### config.mk
export PLATFORM = sky130hd
export DESIGN_NAME = mul_seq_ctrl
export DESIGN_NICKNAME = d
export VERILOG_FILES = /design/src/rtl/mul_seq_ctrl.sv
export SDC_FILE = /design/constraint.sdc
export NUM_CORES = 1
export LEC_CHECK = 0
export CORE_ASPECT_RATIO = 0.75
export CORE_MARGIN = 2
export CORE_UTILIZATION = 47
export CTS_BUF_LIST = sky130_fd_sc_hd__clkbuf_8 sky130_fd_sc_hd__clkbuf_16
export DETAILED_ROUTE_END_ITERATION = 10
export HOLD_SLACK_MARGIN = 0.15
export PLACE_DENSITY = 0.77
export SKIP_CTS_REPAIR_TIMING = 1
export SLEW_MARGIN = 30
export SYNTH_ARGS = -nofsm -noshare
export SYNTH_HDL_FRONTEND = slang
export SYNTH_SLANG_ARGS = --single-unit
### constraint.sdc
create_clock -name clk -period 2.4 [get_ports clk]
set_clock_uncertainty 0.05 [all_clocks]
set_input_delay 0.36 -clock clk [delete_from_list [all_inputs] [get_ports clk]]
set_output_delay 0.36 -clock clk [all_outputs]
set_load 0.02 [all_outputs]
### src/rtl/mul_seq_ctrl.sv
// Shift-and-add sequencer for an unsigned WIDTH x WIDTH multiply, using an
// external shared WIDTH-bit adder for one partial-product step per clock.
`timescale 1ns/1ps

module mul_seq_ctrl #(
  parameter int WIDTH = 32,
  parameter int CNT_W = 6
) (
  input  logic               clk,
  input  logic               rst_n,
  input  logic               start,
  input  logic [WIDTH-1:0]   op_a,
  input  logic [WIDTH-1:0]   op_b,
  output logic               busy,
  output logic               done,
  output logic [2*WIDTH-1:0] product,
  output logic [WIDTH-1:0]   add_a,
  output logic [WIDTH-1:0]   add_b,
  output logic               add_cin,
  input  logic [WIDTH-1:0]   add_sum,
  input  logic               add_cout
);

  // state  | meaning
  // S_IDLE | waiting for start
  // S_RUN  | one shift-and-add step per clock, WIDTH steps total
  // S_DONE | product valid, done pulse; start here chains the next multiply
  typedef enum logic [1:0] {
    S_IDLE = 2'd0,
    S_RUN  = 2'd1,
    S_DONE = 2'd2
  } state_t;

  localparam logic [CNT_W-1:0] CNT_LAST = CNT_W'(WIDTH - 1);

  state_t             state, state_nxt;
  logic [WIDTH-1:0]   hi, lo, mcand;
  logic [CNT_W-1:0]   cnt;
  logic [2*WIDTH-1:0] product_q;
  logic [2*WIDTH-1:0] step_val;
  logic               load, step, last;

  // Carry out of the adder becomes the top bit of the shifted accumulator.
  assign step_val = {add_cout, add_sum, lo[WIDTH-1:1]};
  assign last     = (cnt == CNT_LAST);

  always_ff @(posedge clk or negedge rst_n) begin
    if (!rst_n) begin
      state <= S_IDLE;
    end else begin
      state <= state_nxt;
    end
  end

  always_comb begin
    state_nxt = state;
    load      = 1'b0;
    step      = 1'b0;
    case (state)
      S_IDLE: begin
        if (start == 1'b1) begin
          load      = 1'b1;
          state_nxt = S_RUN;
        end
      end
      S_RUN: begin
        step = 1'b1;
        if (last) begin
          state_nxt = S_DONE;
        end
      end
      S_DONE: begin
        if (start == 1'b1) begin
          load      = 1'b1;
          state_nxt = S_RUN;
        end else begin
          state_nxt = S_IDLE;
        end
      end
      default: state_nxt = S_IDLE;
    endcase
  end

  always_ff @(posedge clk or negedge rst_n) begin
    if (!rst_n) begin
      hi        <= '0;
      lo        <= '0;
      mcand     <= '0;
      cnt       <= '0;
      product_q <= '0;
    end else if (load) begin
      mcand <= op_a;
      lo    <= op_b;
      hi    <= '0;
      cnt   <= '0;
    end else if (step) begin
      {hi, lo} <= step_val;
      cnt      <= cnt + 1'b1;
      if (last) begin
        product_q <= step_val;
      end
    end
  end

  assign busy    = (state == S_RUN);
  assign done    = (state == S_DONE);
  assign product = product_q;

  // Adder is idle (0 + 0) outside RUN so the shared carry chain sees no activity.
  assign add_a   = busy ? hi : '0;
  assign add_b   = (busy && lo[0]) ? mcand : '0;
  assign add_cin = 1'b0;

endmodule

Yosys cells after proc, flatten, opt, wreduce, memory -nomap -nowiden. Cells that the tools add are included.

Reductions and logical operators: 6. Mux-type cells: 15. Equality and inequality tests: 5. Bitwise logic cells: 1. $add $sub $neg: 1.

Operators by type and width (count): 32-bit 2-to-1 mux (6); 6-bit 2-to-1 mux (2); 6-bit by 1-bit adder with 6-bit output, second input constant (1); 6-bit by 5-bit equality test with 1-bit output, second input constant (1); 2-bit case mux with 3 select lines (1); 1-bit 2-to-1 mux (4); 2-bit 2-to-1 mux (2); 3-bit AND reduction (1); 2-bit by 1-bit equality test with 1-bit output, second input constant (1); 2-bit equality test, second input constant (1); 2-bit zero test (1); 2-bit by 1-bit inequality test with 1-bit output, second input constant (1); 2-bit inequality test, second input constant (1); 2-bit AND reduction (1); 2-bit nonzero test (1); 2-bit OR reduction (1); 1-bit logical AND (1); 1-bit inverter (1).

Output and inout port bits: 131. Register bits: 168. Word-level logic and storage cells: 34.

Longest topological paths before layout.
Depth in word-level cells: 5. Mapped depth: 7. Mapped depth without buffers: 4.

Least setup slack after synthesis. No wires, ideal clock.

Path type: flip-flop to output port. Start point: register state[1]. End point: output port add_a[22]. Data arrival time: 1375 ps. Data required time: 1990 ps. Stages on the path, launching flop included: 6. Path slack: 615 ps. Buffers on the path: 2. Path through: dfrtp_1 > nand2b_1 > buf_2 > inv_4 > clkbuf_1 > and2_1.

Cells in the longest elaborated chain, start to end: 2.

RTL lines: start, declared (line 36) `state_t state, state_nxt;`; start signal, assigned (line 51) `state <= state_nxt;`; 2-bit by 1-bit equality test with 1-bit output (line 105) `assign busy = (state == S_RUN);`; net busy (line 14) `output logic busy,`; 32-bit 2-to-1 mux (line 110) `assign add_a = busy ? hi : '0;`; end, declared (line 17) `output logic [WIDTH-1:0] add_a,`.

The timed path passes the listed nets, and every way through them passes these cells.

Worst setup path in the final report.
Start point: register state[1]. End point: output port add_b[28].

Cells in the longest elaborated chain, start to end: 3.

RTL lines: 2-bit by 1-bit equality test with 1-bit output (line 105); 1-bit logical AND (line 111) `assign add_b = (busy && lo[0]) ? mcand : '0;`; 32-bit 2-to-1 mux (line 111); end, declared (line 18) `output logic [WIDTH-1:0] add_b,`.

Every way passes these cells.

==> qor.yml <==
timing:
  fmax_mhz: 451
  slew-limit-headroom: 0.591
  finalHoldViolCount: 0
  post-route-period-util: 0.925
  grt_setup_unrepaired: "false"
  worst_pin_slew_ps: 613
  slew_violations: 0
  holdWs_ps: 414
  worst_slack_ps: 181
  min_period_ps: 2220
  setup_viol: 0
drt:
  wirelength_um: 19200
  first_pass_iters: 4
  wire_per_inst_um: 18.5
  ant_nets: 0
  drtIter0Drc: 313
  drc: 0
  dr_total_vias: 5517
  routed_via_density: 5.33
critical_path:
  critPathLaunch: "state[1]$_DFFE_PN0P_"
  required_ps: 1990
  ff2ff_setup_slack_ps: 410
  setup.worst_path.end_class: "output pin"
  regToRegStartpoint: "cnt[0]$_DFFE_PN0P_"
  slowest_stage: "dfrtp_1"
  critPathMaxStageDelay_ps: 390
  crit_type: "reg -> out"
  crit_arrival_ps: 1810
  critPathLaunchType: "flip-flop"
  r2r-end: "product[63]$_DFFE_PN0P_"
  cp_max_fo: 34
  path_cells: "nand2b_2 -> inv_4 -> buf_12 -> and3_1 -> dlymetal6s2s_1"
  r2r_cells: 5
yosys:
  synthArstFlopShare: 1.00
  syn_inst: 595
  synth_area_leader_cell: "dfrtp_1"
  synth_top_area_share: 0.583
  synthTopCellsByArea: "dfrtp_1 (58%), mux2_4 (10%), nand2_1 (6.8%)"
  synthFlopType: "dfrtp_1"
  ys_seq_area_frac: 0.583
  yosysWarnings: 0
  avgSynthCellArea_um2: 12.1
  synth_edf_count: 0
  ys_ff_latch: 168
  synth_cell_types: 36
  syn-cell-area_um2: 7210
  synth_nets: 696
die:
  die_area_um2: 16400
  start_util: 0.476
  die_w_um: 147
  ioPinCount: 231
  core_um2: 15100
  rows: 39
  die_h_um: 111
layout:
  final_cell_mix: "dfrtp_1 (168), clkdlybuf4s50_1 (163), nand2_1 (131)"
  fin_util: 0.691
  final_cells: 1035
  syn2layout_area_growth_pct: 45.0
  post_route_cells_drive_above_1_share: 0.152
  fillerInstances: 1088
  final_common_cell: "dfrtp_1"
  final-seq-area_um2: 4200
  insertedDiodeCount: 0
  multi_input_area_um2: 2690
  fin_nets: 918
grt:
  antenna_found_initial: 0
  grt_use_total: 0.236
  overflow: 0
  grt_pass1_vias: 5589
  grt_max_degree: 67
  grt_first_pass_wirelength_um: 30400
clock_tree:
  cts_root_buf: "clkbuf_16"
  path_clk_slew_ps: 70
  cts_tree: "done"
  htreeDepth: 4
  clockBufferDepth: 2
  cts_buffers: 17
  clock_sinks: 168
  clock_latency_ps: 410
run:
  drv_cap: 0
power:
  power_uw: 13600
  power.density_nw_per_um2: 1300
  ir_drop_mv: 0.684
  p_leak_uw: 0.00565
hold_path:
  holdPathStages: 3
  holdCritPathClass: "in -> reg"
  hold_path_end: "mcand[21]$_DFFE_PN0P_"
  worstHoldStart: "op_a[21]"
placement:
  gp_congestion: 0.836
  hpwlAfterDp_um: 12700
  dp_slack_ps: 256
  io_buffers: 229
  dp_cells: 1002
run_status:
  status: "finished clean"
-- synth_stat cells, drive strengths merged, types with 2 or more instances --
| cell type | count |
|---|---|
| dfrtp | 168 |
| nand2 | 131 |
| mux2 | 65 |
| a22o | 33 |
| nand3 | 33 |
| a22oi | 32 |
| and2 | 32 |
| and3 | 32 |
| buf | 29 |
| clkbuf | 18 |
| a21oi | 2 |
| nand2b | 2 |
| nor2 | 2 |
-- power by group --
group / leakage [µW] / switching [µW] / internal, µW
Clock: 0.000292 / 1180 / 1590
Combinational: 0.00324 / 2940 / 3000
Sequential: 0.00211 / 824 / 4080
Total: 0.00565 / 4950 / 8680
-- cells by family (layout without fill, tap and decap cells) --
logic type      after synthesis  after routing  share of synthesized area
fa+ha+maj                     1              1                    0.00174
other cells                   1              1                   0.000520
mux                          66             66                      0.128
simple gates                238            238                      0.159
compound gates               72             72                     0.0800
buf+inv                      48            283                     0.0453
flops                       168            168                      0.583
xor+xnor                      1              1                    0.00122
-- registers in the layout (all words and copies together) (netlist names) --
register,count
cnt,6
hi,32
lo,32
mcand,32
product,64
state,2
-- per-stage QoR --
step	setup TNS [ps]	instance area, µm²
final	0	10500
after CTS	-10380	10300
after global placement	0	9670
after floorplan	0	7210
after global routing	0	10500
after detailed placement	0	9670
-- cell type report --
class                   count  share of cell area
well taps                 205              0.0245
flip-flops and latches    168               0.402
multi-input cells         379               0.257
clock buffers              18              0.0420
inverters                   1            0.000599
repair buffers            250               0.258
clock inverters            14              0.0157
-- routing by layer --
metal,global-route usage,wire length (µm),vias to the layer above
li1,-,-,2496
met4,0.0827,476,0
met1,0.334,8710,2780
met2,0.359,8990,207
met3,0.0535,1020,34
met5,0,0,-
-- how the worst max path moves through the flow --
| stage | to | slack (ps) | cells after the start |
|---|---|---|---|
| floorplan | add_a[22] | 610 | 5 |
| global placement | add_b[4] | 300 | 5 |
| detailed placement | add_b[0] | 260 | 5 |
| CTS | add_b[4] | -200 | 5 |
| global route | add_b[15] | 60 | 5 |
| finish | add_b[28] | 180 | 5 |
-- critical path: cells and delay by family (launching register included) --
family        cells  cell delay [ps]
buf+inv           3              610
simple gates      2              390
flops             1              390
(Power assumes the default switching activity.)
